`src/rtl/bin2bcd_pkg.sv`:
```
// Shared types and constants for the bin2bcd double-dabble converter.
package bin2bcd_pkg;

  typedef enum logic [1:0] {
    IDLE  = 2'd0,
    SHIFT = 2'd1,
    DONE  = 2'd2
  } state_t;

  localparam int DIGIT_W = 4;
  localparam logic [DIGIT_W-1:0] ADJ_THRESHOLD = 4'd5;
  localparam logic [DIGIT_W-1:0] ADJ_ADD       = 4'd3;

endpackage

```
`src/rtl/bin2bcd_if.sv`:
```
// Start/done request bus between a value producer and the bin2bcd converter.
interface bin2bcd_if #(
  parameter int WIDTH  = 10,
  parameter int DIGITS = 4
);
  logic                  start;
  logic [WIDTH-1:0]      bin;
  logic                  busy;
  logic                  done;
  logic [4*DIGITS-1:0]   bcd;
  logic [DIGITS-1:0]     blank;

  modport master (output start, bin, input busy, done, bcd, blank);
  modport slave  (input start, bin, output busy, done, bcd, blank);
endinterface

```
`src/rtl/bcd_digit_adj.sv`:
```
// Double-dabble digit correction: adds 3 to a BCD digit of 5 or more before the shift.
module bcd_digit_adj
  import bin2bcd_pkg::*;
(
  input  logic [DIGIT_W-1:0] d,
  output logic [DIGIT_W-1:0] q
);
  assign q = (d >= ADJ_THRESHOLD) ? d + ADJ_ADD : d;
endmodule

```
`src/rtl/bin2bcd.sv`:
```
// Sequential binary-to-BCD converter, one input bit per clock; result is bin mod 10^DIGITS.
// Optional leading-zero mask built only when BIN2BCD_BLANK_EN is defined.
module bin2bcd
  import bin2bcd_pkg::*;
#(
  parameter int WIDTH  = 10,
  parameter int DIGITS = 4
) (
  input  logic     clk,
  input  logic     reset,
  bin2bcd_if.slave io
);
  localparam int BCD_W = DIGIT_W * DIGITS;
  localparam int CNT_W = $clog2(WIDTH + 1);
  localparam logic [CNT_W-1:0] LAST_CNT = CNT_W'(WIDTH - 1);

  state_t             state;
  logic [WIDTH-1:0]   bin_shift;
  logic [BCD_W-1:0]   work;
  logic [BCD_W-1:0]   work_adj;
  logic [BCD_W-1:0]   work_next;
  logic [BCD_W-1:0]   bcd_q;
  logic [CNT_W-1:0]   cnt;
  logic               last;

  for (genvar i = 0; i < DIGITS; i++) begin : g_adj
    bcd_digit_adj u_adj (
      .d(work[DIGIT_W*i +: DIGIT_W]),
      .q(work_adj[DIGIT_W*i +: DIGIT_W])
    );
  end

  // The bit leaving the top digit is dropped, which yields the mod 10^DIGITS result.
  assign work_next = {work_adj[BCD_W-2:0], bin_shift[WIDTH-1]};
  assign last      = (cnt == LAST_CNT);

  always_ff @(posedge clk or posedge reset) begin
    if (reset) begin
      state     <= IDLE;
      bin_shift <= '0;
      work      <= '0;
      cnt       <= '0;
      bcd_q     <= '0;
    end else if (state == SHIFT) begin
      work      <= work_next;
      bin_shift <= bin_shift << 1;
      cnt       <= cnt + CNT_W'(1);
      if (last) begin
        bcd_q <= work_next;
        state <= DONE;
      end
    end else if (io.start) begin
      bin_shift <= io.bin;
      work      <= '0;
      cnt       <= '0;
      state     <= SHIFT;
    end else begin
      state <= IDLE;
    end
  end

  assign io.busy = (state == SHIFT);
  assign io.done = (state == DONE);
  assign io.bcd  = bcd_q;

`ifdef BIN2BCD_BLANK_EN
  logic [DIGITS-1:0] blank_next;
  logic [DIGITS-1:0] blank_q;
  logic              zero_above;

  // Digit 0 is never blanked so that a zero value still shows one digit.
  always_comb begin
    blank_next = '0;
    zero_above = 1'b1;
    for (int i = DIGITS - 1; i >= 1; i--) begin
      zero_above    = zero_above && (work_next[DIGIT_W*i +: DIGIT_W] == '0);
      blank_next[i] = zero_above;
    end
  end

  always_ff @(posedge clk or posedge reset) begin
    if (reset) begin
      blank_q <= '0;
    end else if (state == SHIFT && last) begin
      blank_q <= blank_next;
    end
  end

  assign io.blank = blank_q;
`else
  assign io.blank = '0;
`endif

endmodule
```
`src/flat_wrapper.sv`:
```
// flat-port wrapper written by rule: the top's interface ports become plain ports
module bin2bcd_flat import bin2bcd_pkg::*;
#(
  parameter int WIDTH  = 10,
  parameter int DIGITS = 4
)
  (clk, reset, io_start, io_bin, io_busy, io_done, io_bcd, io_blank);
  bin2bcd_if #(.WIDTH(WIDTH), .DIGITS(DIGITS)) io_i ();
  input  logic clk;
  input  logic reset;
  input wire logic [$bits(io_i.start)-1:0] io_start;
  input wire logic [$bits(io_i.bin)-1:0] io_bin;
  output wire logic [$bits(io_i.busy)-1:0] io_busy;
  output wire logic [$bits(io_i.done)-1:0] io_done;
  output wire logic [$bits(io_i.bcd)-1:0] io_bcd;
  output wire logic [$bits(io_i.blank)-1:0] io_blank;
  assign io_i.start = io_start;
  assign io_i.bin = io_bin;
  assign io_busy = io_i.busy;
  assign io_done = io_i.done;
  assign io_bcd = io_i.bcd;
  assign io_blank = io_i.blank;
  bin2bcd #(.WIDTH(WIDTH), .DIGITS(DIGITS)) u_core (.clk(clk), .reset(reset), .io(io_i));
endmodule
```
`config.mk`:
```
export PLATFORM = sky130hd
export DESIGN_NAME = bin2bcd_flat
export DESIGN_NICKNAME = d
export VERILOG_FILES = /design/src/rtl/bin2bcd_pkg.sv /design/src/rtl/bin2bcd_if.sv /design/src/rtl/bcd_digit_adj.sv /design/src/rtl/bin2bcd.sv /design/src/flat_wrapper.sv
export SDC_FILE = /design/constraint.sdc
export NUM_CORES = 1
export LEC_CHECK = 0
export ABC_CLOCK_PERIOD_IN_PS = 2600
export CAP_MARGIN = 0
export CORE_MARGIN = 4
export CORE_UTILIZATION = 54
export CTS_CLUSTER_SIZE = 14
export DETAILED_ROUTE_END_ITERATION = 10
export GPL_TIMING_DRIVEN = 0
export PLACE_DENSITY_LB_ADDON = 0.05
export SYNTH_ARGS = -nofsm -noshare
export SYNTH_HDL_FRONTEND = slang
export SYNTH_HIERARCHICAL = 1
export SYNTH_SLANG_ARGS = --single-unit
```
`constraint.sdc`:
```
create_clock -name clk -period 2.6 [get_ports clk]
set_clock_uncertainty 0.1 [all_clocks]
set_input_delay 0.26 -clock clk [delete_from_list [all_inputs] [get_ports clk]]
set_output_delay 0.26 -clock clk [all_outputs]
set_load 0.01 [all_outputs]
```
# Word level (Yosys, flattened, before mapping)
# Index checks and enable logic that the tools add are counted.
# word_totals
regBits	48
latchBits	0
ramBits	0
rom_bits	0
in_bits	13
elab_cells	33
mem_count	0
# classes
n_addsub	5
multipliers	0
div_mod_pow	0
magnitude_cmp	4
n_eq_ne	4
shifts	0
muxes	13
bitwise_logic	0
n_reduce_logical	2
# op_table
operator	n
16-bit 2-to-1 mux	2
10-bit 2-to-1 mux	2
4-bit 2-to-1 mux	5
4-bit by 3-bit >= comparator with 1-bit output, second input constant	4
4-bit by 2-bit adder with 4-bit output, second input constant	3
4-bit by 1-bit adder with 4-bit output, second input constant	1
4-bit equality test, second input constant	1
2-bit 2-to-1 mux	2
3-bit by 2-bit adder with 3-bit output, second input constant	1
3-bit 2-to-1 mux	1
2-bit by 1-bit equality test with 1-bit output, second input constant	1
2-bit equality test, second input constant	1
2-bit by 1-bit != test with 1-bit output, second input constant	1
2-bit AND reduction	1
2-bit nonzero test	1
1-bit 2-to-1 mux	1

# Longest topological paths before layout
# Gate-level depths: netlist (run 1).
# depth
word_depth	3
depth_mapped	7

# Cells and area by module
# The synthesis (run 1) kept the hierarchy.
# modules_own_cells
mod	instances	cells_each	area_each_um2	seq_area_each_um2
bin2bcd	1	177	2080.7	1201.2
bcd_digit_adj	4	16	101.3	0.0

# Worst setup path before layout (run 1)
# Ideal clock, no wire load.
# synth_path
kind	reg-to-reg
startpoint	register u_core.cnt[1]
endpoint	register u_core.bcd_q[0] (netlist: u_core/io.bcd[0])
setup_time_ps	125
t_arrival_ps	1436
required_time_ps	2375
setup_slack_ps	939
stages_incl_launch_ff	7
n_path_buf	1
synth_period_minus_slack_ps	1661
cell_sequence	dfrtp_1 > inv_1 > ha_1 > nand2_1 > nor3_4 > buf_8 > mux2_4
# synth_between
elab_chain_cells	2
# synth_lines
element	line_no	source
from (decl)	bin2bcd.sv:23	logic [CNT_W-1:0] cnt;
from (signal assigned)	bin2bcd.sv:47	cnt <= cnt + CNT_W'(1);
4-bit equality test	bin2bcd.sv:35	assign last = (cnt == LAST_CNT);
2-bit AND reduction (no source line)	--	
to (signal assigned)	bin2bcd.sv:49	bcd_q <= work_next;
to (decl)	bin2bcd.sv:22	logic [BCD_W-1:0] bcd_q;
# No other way between the ends.
# A chain may end at the register's enable or synchronous reset.

# Final worst setup path (run 1)
# layout_path
startpoint	register u_core.state[1]
endpoint	output port io_busy
# layout_between
elab_chain_cells	1
# layout_lines
element	line_no	source
from (decl)	bin2bcd.sv:17	state_t state;
from (signal assigned)	bin2bcd.sv:39	state <= IDLE;
from (signal assigned)	bin2bcd.sv:50	state <= DONE;
from (signal assigned)	bin2bcd.sv:56	state <= SHIFT;
2-bit by 1-bit equality test with 1-bit output	bin2bcd.sv:62	assign io.busy = (state == SHIFT);
to (decl)	flat_wrapper.sv:13	output wire logic [$bits(io_i.busy)-1:0] io_busy;
# No other way between the ends.

==> results of run 1 <==
worst max-delay path: stages (launching register included):
cell             delay, ns
dfrtp_1               0.38
nand2b_4              0.16
inv_1                 0.11
buf_2                 0.22
buf_2                 0.27
clkdlybuf4s50_1       0.58
flip-flops by register name, summed over array words and instances (netlist names):
| register | count |
|---|---|
| u_core/io.bcd | 16 |
| u_core/work | 16 |
| u_core/bin_shift | 10 |
| u_core/cnt | 4 |
| u_core/state | 2 |
through the flow:
step                 util  setup WS, ns
detailed placement  0.651         0.535
global route        0.673         0.105
finish              0.673         0.218
global placement    0.646         0.114
floorplan               -         0.939
CTS                 0.673         0.181
layout make-up:
| type | count | area share |
|---|---|---|
| flip-flops and latches | 48 | 0.407 |
| multi-input cells | 167 | 0.390 |
| repair buffers | 30 | 0.105 |
| plain buffers | 14 | 0.0288 |
| clock buffers | 6 | 0.0280 |
| well taps | 52 | 0.0221 |
| inverters | 11 | 0.0140 |
| clock inverters | 2 | 0.00509 |
layout by cell type (no fill, tap or decap), types with 5 or more instances in the layout:
cell type         n
buf_2             5
clkbuf_8          6
clkdlybuf4s50_1  29
dfrtp_1          48
ha_1             10
inv_1            10
mux2_2           10
mux2_4            8
mux2i_1          15
nand2_1          58
nand2b_1          7
nand3b_1         16
nor2_1            7
o21ai_0          13
power by group through the flow:
stage,Clock [mW],Combinational [mW],Sequential [mW]
2_1_floorplan,0,1.20,1.35
3_3_place_gp,0,1.70,1.34
3_5_place_dp,0,1.75,1.35
4_1_cts,0.491,1.76,1.33
5_1_grt,0.513,1.96,1.38
6_report,0.467,1.72,1.33
path summary, 6_finish.rpt:
path                            cells after the start                             from                              end
worst max-delay path                                5      u_core/state[1]$_DFFE_PP0P_                          io_busy
worst min-delay path                                2                            reset     u_core/io.bcd[1]$_DFFE_PP0P_
worst max register to register                      6        u_core/cnt[1]$_DFFE_PP0P_     u_core/io.bcd[0]$_DFFE_PP0P_
worst min register to register                      2  u_core/bin_shift[0]$_DFFE_PP0P_  u_core/bin_shift[1]$_DFFE_PP0P_
max in group asynchronous                           3                            reset      u_core/work[15]$_DFFE_PP0P_
min in group clk                                    3                         io_start  u_core/bin_shift[6]$_DFFE_PP0P_
per-layer routing:
layer,vias up,track usage,part of all wire
met1,807,0.204,0.47
met3,7,0.0422,0.041
met5,-,0,0
met2,29,0.289,0.48
met4,0,0.0699,0.017
li1,852,-,-
==> run_results.csv, run 1 <==
group,metric,value,unit
grt,track_usage,0.169,
place,portBuffers,29,
critical_path,cp.required,2.24,ns
power,powerDensity,1190,nW/um^2
detailed_routing,antenna_left,0,
detailed_routing,wl_per_cell,12.8,um
sta,tns,0,ns
floorplanning,rows,24,
sta,hold_slack,0.0597,ns
finish,drive_gt1_frac,0.158,
grt,grt_overflow,0,
grt,grt_antenna_before_repair,0,
sta,rsz0062_at_grt,"no",
place,placedCellCount,322,
sta,slew_violations,0,
place,placed_cell_area,2850,um^2
floorplanning,io_pins,35,
grt,grt_pass1_vias,1686,
cts,clkSlewWorstSetupHoldPaths,0.08,ns
grt,grt_pass1_wl,7300,um
detailed_routing,drc,0,
critical_path,cp-start-kind,"register",
finish,final_nets,300,
sta,finalHoldViolCount,0,
cts,clkSinkCount,48,
detailed_routing,viasPerCell,5.14,
logic_synthesis,ys_warn_count,6,
cts,insertion_delay,0.30,ns
power,switching_power,1.38,mW
place,place_hpwl,3050,um
power,comb_power_share,0.490,
critical_path,worst-r2r-setup-slack,0.73,ns
floorplanning,core_area,4380,um^2
cts,cts_hold_buf,0,
critical_path,path_class,"reg -> out",
sta,min_period,2.38,ns
critical_path,worst-endpoint-arrival,2.02,ns
power,ir_worst_vdd,0.000559,V
sta,max-slew-margin-rel,0.663,
power,power.clock.fraction,0.133,
logic_synthesis,synth_cells,237,
floorplanning,fp.dieH,75.6,um
floorplanning,start_util,0.562,
cts,cts_max_level,2,
place,gp_congestion,0.758,
finish,stdcell_area,2950,um^2
detailed_routing,drt_iter0_markers,109,
sta,finalSetupViolCount,0,
logic_synthesis,synth.avg_cell_area,10.4,um^2
logic_synthesis,syn_area,2470,um^2
sta,worstMarginPinSlew,0.504,ns
finish,diodes,0,
power,p_sw_frac,0.392,
critical_path,crit_path_end_kind,"output pin",
finish,seqCellArea,1200,um^2
sta,min_period_over_period,0.916,
power,seq_power_share,0.377,
power,p_leak,1.43,nW
power,p_int,2.14,mW
detailed_routing,wirelength,4240,um
critical_path,path_max_fanout,10,
cts,cts_root_buf,"clkbuf_8",
detailed_routing,routed-via-count,1695,
outcome,status,"finished, final reports clean",
finish,area_growth,19.6,%
cts,numCtsBuffers,5,
floorplanning,die-area,5710,um^2
finish,nFillCells,367,
cts,cts_tree,"done",
cts,cts_buffer_depth,2,
run,maxCapViolCount,0,
floorplanning,die_w,75.6,um
finish,multi_input_area,1150,um^2
finish,stdcell_count,330,
detailed_routing,drt-pass1-iter-count,4,
grt,grt_max_degree,43,
cts,cts_setup_buffers,0,
hold_path,holdCritPathClass,"in -> async",
sta,fmax,0.420,GHz
cts,cts_resized,0,
power,finalPower,3.52,mW
Note: power is estimated with default switching activity, not from simulation.
==> run 2: changes to the inputs <==
- CORE_MARGIN: 4 -> 3
- GPL_ROUTABILITY_DRIVEN: not set -> 0
- SLEW_MARGIN: not set -> 20
==> run 2 against run 1 <==
First-iteration DRC count shrank 58%. Critical path type unchanged. Final cell count decreased by 0.61%. Largest power group unchanged. Register-to-register slack about the same. Utilization increased by 3.1 points.
==> run_results.csv, run 2 (same netlist as run 1, synthesis figures left out) <==
group,metric,value,unit
place,dp_slack,0.563,ns
critical_path,path_common_cell,"buf_2",
sta,min_period_over_period,0.893,
place,place_hpwl,3090,um
finish,drive_gt1_frac,0.155,
detailed_routing,routed-via-count,1667,
detailed_routing,drc,0,
cts,insertion_delay,0.29,ns
critical_path,crit_path_end_kind,"output pin",
critical_path,cp_num_buf_inv,4,
floorplanning,start_util,0.587,
outcome,status,"finished, final reports clean",
detailed_routing,wirelength,4260,um
critical_path,path_class,"reg -> out",
cts,clkSinkCount,48,
grt,grt_antenna_before_repair,0,
cts,cts_root_buf,"clkbuf_8",
finish,final_nets,300,
power,powerDensity,1210,nW/um^2
cts,clkSlewWorstSetupHoldPaths,0.08,ns
detailed_routing,wl_per_cell,13.0,um
cts,cts_buffer_depth,2,
cts,cts_hold_buf,0,
sta,finalSetupViolCount,0,
floorplanning,fp.dieH,73.6,um
floorplanning,die_w,73.6,um
critical_path,worst-endpoint-arrival,1.96,ns
sta,worstMarginPinSlew,0.535,ns
critical_path,cpPeakStageDelay,0.57,ns
detailed_routing,drt_iter0_markers,46,
run,maxCapViolCount,0,
critical_path,path_delay_family,"buffers and inverters",
cts,cts_max_level,2,
finish,layout_common_cells,"nand2_1, dfrtp_1, clkdlybuf4s50_1",
place,portBuffers,29,
critical_path,path_max_fanout,10,
cts,cts_resized,0,
critical_path,path_cells,"nand2b_4 -> inv_1 -> buf_2 -> buf_2 -> clkdlybuf4s50_1",
grt,grt_max_degree,26,
finish,area_growth,19.9,%
finish,diodes,0,
critical_path,cp.required,2.24,ns
sta,rsz0062_at_grt,"no",
detailed_routing,antenna_left,0,
sta,min_period,2.32,ns
sta,finalHoldViolCount,0,
detailed_routing,viasPerCell,5.08,
sta,max-slew-margin-rel,0.643,
sta,fmax,0.431,GHz
sta,slew_violations,0,
power,p_leak,1.45,nW
sta,tns,0,ns
critical_path,cp-start-kind,"register",
hold_path,holdCritPathClass,"in -> async",
floorplanning,core_area,4200,um^2
grt,track_usage,0.182,
critical_path,crit_slowest_cell,"clkdlybuf4s50_1",
grt,grt_overflow,0,
cts,numCtsBuffers,5,
floorplanning,die-area,5410,um^2
grt,grt_pass1_vias,1726,
finish,nFillCells,318,
cts,cts_tree,"done",
cts,cts_setup_buffers,0,
power,ir_worst_vdd,0.000706,V
finish,final_common_cell,"nand2_1",
floorplanning,rows,23,
floorplanning,io_pins,35,
detailed_routing,drt-pass1-iter-count,4,
grt,grt_pass1_wl,7620,um
sta,setup_slack,0.278,ns
run 2: changes by cell type in the layout (fill, tap and decap cells not counted):
| cell | before | now |
|---|---|---|
| clkbuf_8 | 6 | 5 |
| clkinv_2 | 0 | 1 |
| bufinv_16 | 0 | 1 |
| clkbuf_1 | 3 | 4 |
| clkinvlp_4 | 2 | 0 |
run 2: final timing paths:
| kind | slack [ns] | startpoint | endpoint | cells past startpoint |
|---|---|---|---|---|
| worst min register to register | 0.39 | u_core/bin_shift[3]$_DFFE_PP0P_ | u_core/bin_shift[4]$_DFFE_PP0P_ | 2 |
| worst max-delay path | 0.28 | u_core/state[1]$_DFFE_PP0P_ | io_busy | 5 |
| worst min-delay path | 0.23 | reset | u_core/work[3]$_DFFE_PP0P_ | 2 |
| worst max register to register | 0.73 | u_core/cnt[1]$_DFFE_PP0P_ | u_core/io.bcd[0]$_DFFE_PP0P_ | 6 |
| min in group clk | 0.33 | io_start | u_core/bin_shift[6]$_DFFE_PP0P_ | 3 |
| max in group asynchronous | 1.67 | reset | u_core/io.bcd[10]$_DFFE_PP0P_ | 3 |
run 2: per-stage QoR:
| step | utilization | cell area [um^2] | power, mW | std cells | hold WS, ns |
|---|---|---|---|---|---|
| 2_1_floorplan | - | 2480 | 2.54 | 240 | 0.316 |
| 3_3_place_gp | 0.674 | 2830 | 3.03 | 319 | 0.363 |
| 3_5_place_dp | 0.678 | 2850 | 3.10 | 320 | 0.379 |
| 4_1_cts | 0.704 | 2960 | 3.64 | 328 | 0.233 |
| 5_1_grt | 0.704 | 2960 | 3.93 | 328 | 0.241 |
| 6_report | 0.704 | 2960 | 3.58 | 328 | 0.226 |
run 2: area by class of cell:
| class | instances | area (um^2) | area share |
|---|---|---|---|
| sequential | 48 | 1200 | 0.406 |
| timing repair buffer | 30 | 310 | 0.105 |
| multi-input combinational | 167 | 1150 | 0.389 |
| inverter | 11 | 41.3 | 0.0140 |
| clock buffer | 6 | 72.6 | 0.0245 |
| clock inverter | 2 | 35.0 | 0.0118 |
| tap | 50 | 62.6 | 0.0212 |
| buffer | 14 | 85.1 | 0.0288 |
run 2: power breakdown:
group          switching (mW)  total [mW]  internal, mW  leakage, nW
combinational           0.877        1.72         0.847        0.783
clock                   0.234       0.520         0.285       0.0552
sequential              0.256        1.33          1.08        0.608
run 2: routing by layer:
metal / vias up / part of all wire / routed length, um / track usage
met5: - / 0 / 0 / 0
met4: 0 / 0.014 / 59 / 0.0765
met3: 4 / 0.038 / 162 / 0.0301
met2: 29 / 0.49 / 2110 / 0.308
met1: 785 / 0.45 / 1940 / 0.228
li1: 849 / - / - / -
